`config.mk`:
```
export PLATFORM = sky130hd
export DESIGN_NAME = rvfpm_issue_ctrl_flat
export DESIGN_NICKNAME = d
export VERILOG_FILES = /design/src/rtl/rvfpm_issue_pkg.sv /design/src/rtl/rvfpm_issue_if.sv /design/src/rtl/rvfpm_id_match.sv /design/src/rtl/rvfpm_issue_ctrl.sv /design/src/flat_wrapper.sv
export SDC_FILE = /design/constraint.sdc
export NUM_CORES = 1
export LEC_CHECK = 0
export CAP_MARGIN = 0
export CORE_ASPECT_RATIO = 0.5
export CORE_MARGIN = 2
export CORE_UTILIZATION = 47
export CTS_BUF_LIST = sky130_fd_sc_hd__clkbuf_8 sky130_fd_sc_hd__clkbuf_16
export DETAILED_ROUTE_END_ITERATION = 10
export HOLD_SLACK_MARGIN = 0.02
export PLACE_DENSITY = 0.82
export SLEW_MARGIN = 20
export SYNTH_ARGS = -nofsm -noshare
export SYNTH_HDL_FRONTEND = slang
export SYNTH_SLANG_ARGS = --single-unit
```
`constraint.sdc`:
```
create_clock -name ck -period 5.05 [get_ports ck]
set_input_delay 1.01 -clock ck [delete_from_list [all_inputs] [get_ports ck]]
set_output_delay 1.01 -clock ck [all_outputs]
set_load 0.02 [all_outputs]
```
`src/rtl/rvfpm_issue_pkg.sv`:
```
// Shared types for the rvfpm issue controller: per-entry lifecycle state and
// the default-width entry record.
package rvfpm_issue_pkg;

    localparam int X_ID_WIDTH_DEF = 4;
    localparam int PAYLOAD_W_DEF  = 32;

    typedef enum logic [1:0] {
        EMPTY     = 2'd0,
        SPEC      = 2'd1,
        COMMITTED = 2'd2,
        KILLED    = 2'd3
    } entry_state_e;

    typedef struct packed {
        entry_state_e                 state;
        logic [X_ID_WIDTH_DEF-1:0]    id;
        logic [PAYLOAD_W_DEF-1:0]     payload;
    } entry_t;

endpackage

```
`src/rtl/rvfpm_issue_if.sv`:
```
// Issue / commit / dispatch bundle between the core, the issue controller and
// the rvfpm pipeline, plus the occupancy status outputs.
interface rvfpm_issue_if #(
    parameter int X_ID_WIDTH  = 4,
    parameter int QUEUE_DEPTH = 4,
    parameter int PAYLOAD_W   = 32
);
    localparam int CNT_W = $clog2(QUEUE_DEPTH) + 1;

    logic                  issue_valid;
    logic                  issue_ready;
    logic [X_ID_WIDTH-1:0] issue_id;
    logic [PAYLOAD_W-1:0]  issue_payload;
    logic                  commit_valid;
    logic [X_ID_WIDTH-1:0] commit_id;
    logic                  commit_kill;
    logic                  disp_valid;
    logic                  disp_ready;
    logic [X_ID_WIDTH-1:0] disp_id;
    logic [PAYLOAD_W-1:0]  disp_payload;
    logic                  flush;
    logic                  commit_miss;
    logic [CNT_W-1:0]      count;
    logic [CNT_W-1:0]      spec_count;

    modport slave (
        input  issue_valid, issue_id, issue_payload,
        input  commit_valid, commit_id, commit_kill,
        input  disp_ready, flush,
        output issue_ready, disp_valid, disp_id, disp_payload,
        output commit_miss, count, spec_count
    );

    modport master (
        output issue_valid, issue_id, issue_payload,
        output commit_valid, commit_id, commit_kill,
        output disp_ready, flush,
        input  issue_ready, disp_valid, disp_id, disp_payload,
        input  commit_miss, count, spec_count
    );

endinterface

```
`src/rtl/rvfpm_id_match.sv`:
```
// Oldest-first search for a SPEC entry whose ID equals key, scanning the
// circular queue starting at head and wrapping modulo the depth.
module rvfpm_id_match #(
    parameter int N     = 4,
    parameter int ID_W  = 4,
    parameter int PTR_W = $clog2(N)
) (
    input  logic [N-1:0]           spec_vec,
    input  logic [N-1:0][ID_W-1:0] ids,
    input  logic [PTR_W-1:0]       head,
    input  logic [ID_W-1:0]        key,
    output logic                   hit,
    output logic [PTR_W-1:0]       idx
);

    logic [PTR_W-1:0] slot;

    // Wrap-aware priority encoder: first match at offset k from head wins.
    always_comb begin
        hit  = 1'b0;
        idx  = head;
        slot = head;
        for (int k = 0; k < N; k++) begin
            slot = head + PTR_W'(k);
            if (!hit && spec_vec[slot] && (ids[slot] == key)) begin
                hit = 1'b1;
                idx = slot;
            end else begin
                hit = hit;
            end
        end
    end

endmodule

```
`src/rtl/rvfpm_issue_ctrl.sv`:
```
// In-order issue buffer: holds speculative FP instructions until resolved,
// dispatches committed ones from the head and silently drops killed ones.
module rvfpm_issue_ctrl
    import rvfpm_issue_pkg::*;
#(
    parameter int X_ID_WIDTH  = 4,
    parameter int QUEUE_DEPTH = 4,
    parameter int PAYLOAD_W   = 32
) (
    input  logic ck,
    input  logic rst,
    rvfpm_issue_if.slave bus
);

    localparam int PTR_W = $clog2(QUEUE_DEPTH);
    localparam int CNT_W = PTR_W + 1;

    entry_state_e          state_q   [QUEUE_DEPTH];
    entry_state_e          state_d   [QUEUE_DEPTH];
    logic [X_ID_WIDTH-1:0] id_q      [QUEUE_DEPTH];
    logic [X_ID_WIDTH-1:0] id_d      [QUEUE_DEPTH];
    logic [PAYLOAD_W-1:0]  payload_q [QUEUE_DEPTH];
    logic [PAYLOAD_W-1:0]  payload_d [QUEUE_DEPTH];
    logic [PTR_W-1:0]      head_q, head_d, tail_q, tail_d;
    logic [CNT_W-1:0]      count_q, count_d, spec_q, spec_d;
    logic                  miss_q, miss_d;

    logic [QUEUE_DEPTH-1:0]                 spec_vec_s;
    logic [QUEUE_DEPTH-1:0][X_ID_WIDTH-1:0] ids_s;
    logic                                   hit_s;
    logic [PTR_W-1:0]                       hit_idx_s;
    logic                                   issue_ready_s, issue_fire_s, pop_s;
    logic                                   new_match_s, spec_inc_s, spec_dec_s;
    entry_state_e                           head_state_s, resolve_state_s;

    // Flatten queue state for the matcher.
    always_comb begin
        spec_vec_s = '0;
        ids_s      = '0;
        for (int i = 0; i < QUEUE_DEPTH; i++) begin
            spec_vec_s[i] = (state_q[i] == SPEC);
            ids_s[i]      = id_q[i];
        end
    end

    rvfpm_id_match #(
        .N    (QUEUE_DEPTH),
        .ID_W (X_ID_WIDTH),
        .PTR_W(PTR_W)
    ) u_match (
        .spec_vec(spec_vec_s),
        .ids     (ids_s),
        .head    (head_q),
        .key     (bus.commit_id),
        .hit     (hit_s),
        .idx     (hit_idx_s)
    );

    assign head_state_s  = state_q[head_q];
    assign issue_ready_s = (count_q < CNT_W'(QUEUE_DEPTH));

    // Next-state: resolve, pop head, write tail; flush overrides everything.
    always_comb begin
        state_d   = state_q;
        id_d      = id_q;
        payload_d = payload_q;
        head_d    = head_q;
        tail_d    = tail_q;
        count_d   = count_q;
        spec_d    = spec_q;
        miss_d    = 1'b0;

        issue_fire_s    = bus.issue_valid && issue_ready_s;
        pop_s           = (head_state_s == KILLED) ||
                          ((head_state_s == COMMITTED) && bus.disp_ready);
        resolve_state_s = bus.commit_kill ? KILLED : COMMITTED;
        // A same-cycle issue only catches the commit if nothing older matched.
        new_match_s     = bus.commit_valid && !hit_s && issue_fire_s &&
                          (bus.commit_id == bus.issue_id);
        spec_inc_s      = issue_fire_s && !new_match_s;
        spec_dec_s      = bus.commit_valid && hit_s;

        if (bus.flush) begin
            for (int i = 0; i < QUEUE_DEPTH; i++) begin
                state_d[i] = EMPTY;
            end
            head_d  = '0;
            tail_d  = '0;
            count_d = '0;
            spec_d  = '0;
        end else begin
            if (spec_dec_s) begin
                state_d[hit_idx_s] = resolve_state_s;
            end else begin
                state_d[hit_idx_s] = state_d[hit_idx_s];
            end
            if (pop_s) begin
                state_d[head_q] = EMPTY;
                head_d          = head_q + PTR_W'(1);
            end else begin
                head_d = head_q;
            end
            if (issue_fire_s) begin
                state_d[tail_q]   = new_match_s ? resolve_state_s : SPEC;
                id_d[tail_q]      = bus.issue_id;
                payload_d[tail_q] = bus.issue_payload;
                tail_d            = tail_q + PTR_W'(1);
            end else begin
                tail_d = tail_q;
            end
            case ({issue_fire_s, pop_s})
                2'b10:   count_d = count_q + CNT_W'(1);
                2'b01:   count_d = count_q - CNT_W'(1);
                default: count_d = count_q;
            endcase
            case ({spec_inc_s, spec_dec_s})
                2'b10:   spec_d = spec_q + CNT_W'(1);
                2'b01:   spec_d = spec_q - CNT_W'(1);
                default: spec_d = spec_q;
            endcase
            miss_d = bus.commit_valid && !hit_s && !new_match_s;
        end
    end

    // Queue state registers with asynchronous reset.
    always_ff @(posedge ck or posedge rst) begin
        if (rst) begin
            for (int i = 0; i < QUEUE_DEPTH; i++) begin
                state_q[i]   <= EMPTY;
                id_q[i]      <= '0;
                payload_q[i] <= '0;
            end
            head_q  <= '0;
            tail_q  <= '0;
            count_q <= '0;
            spec_q  <= '0;
            miss_q  <= 1'b0;
        end else begin
            state_q   <= state_d;
            id_q      <= id_d;
            payload_q <= payload_d;
            head_q    <= head_d;
            tail_q    <= tail_d;
            count_q   <= count_d;
            spec_q    <= spec_d;
            miss_q    <= miss_d;
        end
    end

    assign bus.issue_ready  = issue_ready_s;
    assign bus.disp_valid   = (head_state_s == COMMITTED);
    assign bus.disp_id      = id_q[head_q];
    assign bus.disp_payload = payload_q[head_q];
    assign bus.commit_miss  = miss_q;
    assign bus.count        = count_q;
    assign bus.spec_count   = spec_q;

endmodule

```
`src/flat_wrapper.sv`:
```
// flat-port wrapper written by rule: the top's interface ports become plain ports
module rvfpm_issue_ctrl_flat import rvfpm_issue_pkg::*;
#(
    parameter int X_ID_WIDTH  = 4,
    parameter int QUEUE_DEPTH = 4,
    parameter int PAYLOAD_W   = 32
)
  (ck, rst, bus_issue_valid, bus_issue_id, bus_issue_payload, bus_commit_valid, bus_commit_id, bus_commit_kill, bus_disp_ready, bus_flush, bus_issue_ready, bus_disp_valid, bus_disp_id, bus_disp_payload, bus_commit_miss, bus_count, bus_spec_count);
  rvfpm_issue_if #(.X_ID_WIDTH(X_ID_WIDTH), .QUEUE_DEPTH(QUEUE_DEPTH), .PAYLOAD_W(PAYLOAD_W)) bus_i ();
  input  logic ck;
  input  logic rst;
  input wire logic [$bits(bus_i.issue_valid)-1:0] bus_issue_valid;
  input wire logic [$bits(bus_i.issue_id)-1:0] bus_issue_id;
  input wire logic [$bits(bus_i.issue_payload)-1:0] bus_issue_payload;
  input wire logic [$bits(bus_i.commit_valid)-1:0] bus_commit_valid;
  input wire logic [$bits(bus_i.commit_id)-1:0] bus_commit_id;
  input wire logic [$bits(bus_i.commit_kill)-1:0] bus_commit_kill;
  input wire logic [$bits(bus_i.disp_ready)-1:0] bus_disp_ready;
  input wire logic [$bits(bus_i.flush)-1:0] bus_flush;
  output wire logic [$bits(bus_i.issue_ready)-1:0] bus_issue_ready;
  output wire logic [$bits(bus_i.disp_valid)-1:0] bus_disp_valid;
  output wire logic [$bits(bus_i.disp_id)-1:0] bus_disp_id;
  output wire logic [$bits(bus_i.disp_payload)-1:0] bus_disp_payload;
  output wire logic [$bits(bus_i.commit_miss)-1:0] bus_commit_miss;
  output wire logic [$bits(bus_i.count)-1:0] bus_count;
  output wire logic [$bits(bus_i.spec_count)-1:0] bus_spec_count;
  assign bus_i.issue_valid = bus_issue_valid;
  assign bus_i.issue_id = bus_issue_id;
  assign bus_i.issue_payload = bus_issue_payload;
  assign bus_i.commit_valid = bus_commit_valid;
  assign bus_i.commit_id = bus_commit_id;
  assign bus_i.commit_kill = bus_commit_kill;
  assign bus_i.disp_ready = bus_disp_ready;
  assign bus_i.flush = bus_flush;
  assign bus_issue_ready = bus_i.issue_ready;
  assign bus_disp_valid = bus_i.disp_valid;
  assign bus_disp_id = bus_i.disp_id;
  assign bus_disp_payload = bus_i.disp_payload;
  assign bus_commit_miss = bus_i.commit_miss;
  assign bus_count = bus_i.count;
  assign bus_spec_count = bus_i.spec_count;
  rvfpm_issue_ctrl #(.X_ID_WIDTH(X_ID_WIDTH), .QUEUE_DEPTH(QUEUE_DEPTH), .PAYLOAD_W(PAYLOAD_W)) u_core (.ck(ck), .rst(rst), .bus(bus_i));
endmodule
```
==> run summary <==
Min-Delay Path Class - flop to flop
Floorplan die area - 18900 um2
Aggregate negative setup slack - 0 ns
Final cycle utilization of the critical path - 0.814
Worst-path fanout max - 28
Number of I/O port buffers - 91
Largest net degree at the start of global routing - 164
First-pass GRT wire length - 31100 um
Final Hold Vio Count - 0
Via/cell ratio - 5.68
Final period demand of the worst path - 4.11 ns
CP endpoint kind - flop
Number of global-route vias before repair - 6009
Max capacitance violation total - 0
Count of distinct cell types in the synthesized netlist - 61
Hold-fix buffers at CTS - 0
Count of final max-slew check failures - 0
Crit path from - u_core.head_q[0]$_DFFE_PP0P_
Number of synthesized register bits - 163
Filler instances - 1328
Number of routed nets with antenna violations - 0
Number of setup buffers added after CTS - 0
Worst reg-to-reg path cell count - 12
Total via count in the routed design - 5803
Routed WL - 19400 um
Overall die height - 98.3 um
Root Buffer Master - clkbuf_16
Total clock buffers created by CTS - 17
Site row count - 34
Skew-Pair Late Insertion Delay - 0.42 ns
Area taken by flip-flops and latches - 4080 um2
Number of nets in the synthesized netlist - 757
Async set-reset flop share out of synthesis - 1.00
Netlist area before placement - 8360 um2
Sum of overflow across all layers after global routing - 0
Footprint of the multi-input gates - 3970 um2
Detailed Routing Iterations Pass 1 - 5
H-tree depth - 4
LEAKAGE - 4.35 nW
Power density over the cells - 422 nW/um2
Boundary Pins - 92
Sequential share of the synthesized area - 0.488
Fraction of final layout cells sized beyond drive strength 1 - 0.227
Post-layout utilization of the core - 0.570
Residual DRC count - 0
Overall die width - 193 um
TritonCTS clock tree - yes
Startpoint of the lowest-slack register-to-register path - u_core.head_q[0]$_DFFE_PP0P_
Slew Limit Headroom - 0.350
Most frequent standard cell in the layout excluding fill and tap cells - nand2_1
Fmax achieved - 0.243 GHz
Final setup violating endpoints - 0
Most frequent cells in the layout - 224 x nand2_1, 161 x dfrtp_1, 91 x clkdlybuf4s50_1
Combined global-route utilization of all metal layers - 0.213
Req. time, crit path - 5.36 ns
Minimum setup slack among reg-to-reg paths - 0.94 ns
Number of nets in the layout - 832
Resized Gates After CTS - 0
Unrepaired setup endpoints after global routing - no
Critical path launch point type - flop
Dominant cell type by area after synthesis - dfrtp_1
Number of clock sinks - 163
Antenna violations before repair - 0
Area share of the largest cell type after synthesis - 0.488
R2R Path End - u_core.bus.spec_count[2]$_DFFE_PP0P_
Status - complete, no violations
Worst setup path endpoint - u_core.bus.spec_count[2]$_DFFE_PP0P_
Worst EP arrival - 4.42 ns
WL per Instance - 19.0 um
Diode insertion count for antenna repair - 0
Ys Warns - 0
Most common flop cell mapped by yosys - dfrtp_1
GP Congestion - 0.913
Worst-Margin Slew - 0.971 ns
Hpwl dp - 12000 um
Area of the placeable core - 17400 um2
Clock-pin transition on the worst setup and hold timing paths - 0.07 ns
Initial core utilization - 0.480
Dominant cells by area after synthesis - dfrtp_1 49%, mux4_2 11%, nand2_1 10%
Area growth, synth to finish - 18.6%
Synth Instances - 700
EDFF count, synth - 0
Type of the worst setup path - flop to flop
IR drop worst, VDD - 271 uV
Mean instance size in the synthesized netlist - 11.9 um2
Clk buf depth - 2
Worst Skew - 0.0107 ns
Hold path startpoint - u_core.payload_q[74]$_DFFE_PP0P_
Number of DRC markers after the initial detailed-route iteration - 646
==> worst min path at each step <==
stage	slack, ns	to	cells past startpoint
2_1_floorplan	0.44	u_core.payload_q[94]$_DFFE_PP0P_	2
3_3_place_gp	0.45	u_core.payload_q[16]$_DFFE_PP0P_	2
3_5_place_dp	0.46	u_core.payload_q[5]$_DFFE_PP0P_	2
4_1_cts	0.48	u_core.payload_q[5]$_DFFE_PP0P_	2
5_1_grt	0.49	u_core.payload_q[20]$_DFFE_PP0P_	2
6_report	0.48	u_core.payload_q[74]$_DFFE_PP0P_	2
==> cells in the mapped netlist, types with 5 or more instances <==
cell type	n
nand2_1	224
dfrtp_1	163
mux2_2	72
mux4_2	42
clkbuf_1	24
xnor2_1	22
nor2_1	18
mux4_1	10
ha_1	8
inv_1	8
a21oi_1	6
nand3_1	6
a221oi_1	5
==> metrics by stage <==
stage	cell area, um2	cells	hold slack [ns]	power, mW	worst slack (ns)
floorplan	8360	700	0.440	2.58	1.62
global placement	9370	990	0.452	2.91	1.10
detailed placement	9370	990	0.461	2.98	0.985
CTS	9920	1022	0.477	4.20	0.935
global route	9920	1022	0.489	4.38	0.630
finish	9920	1022	0.475	4.18	0.941
==> registers in the layout (all words and copies together), names as in the netlist <==
register / count
u_core.id_q: 16
u_core.payload_q: 128
u_core.tail_q: 2
u_core.state_q: 8
u_core.bus.commit_miss: 1
u_core.bus.count: 3
u_core.bus.spec_count: 3
u_core.head_q: 2
==> logic make-up after synthesis <==
logic type	after synthesis	share of synthesized area
buffers and inverters	52	0.0373
muxes	129	0.248
and+or+nand+nor	280	0.140
DFF	163	0.488
xor gates and xnor gates	25	0.0262
adders and majority gates	10	0.0168
AOI/OAI and AO/OA	41	0.0440
==> where the power goes <==
part	total (mW)	internal, mW	switching [mW]
clock network	1.22	0.644	0.573
logic	1.08	0.605	0.478
registers	1.88	1.66	0.221
total	4.18	2.91	1.27
==> metal layers <==
layer  up-vias  track usage  wire [um]
li1       2601            -          -
met1      2988        0.285       8270
met2       180        0.355       9850
met3        34       0.0370        956
met4         0       0.0752        302
met5         -            0          0
==> cell type report <==
type                       count  share of cell area
sequential                   163               0.412
inverter                       9             0.00379
timing repair buffer          99              0.0992
multi-input combinational    485               0.400
clock buffer                  17              0.0429
clock inverter                15              0.0126
tap                          234              0.0295
==> worst max-delay path: stages (launching register included) <==
cell and delay, ns:
dfrtp_4 0.70, inv_2 0.15, ha_1 0.67, mux4_1 0.65
xnor2_1 0.15, nand4_1 0.18, a211o_1 0.34, a41oi_4 0.25
nand2_1 0.11, inv_1 0.08, fa_1 0.18, mux2i_1 0.19
mux2_1 0.33
(Power assumes the default switching activity.)
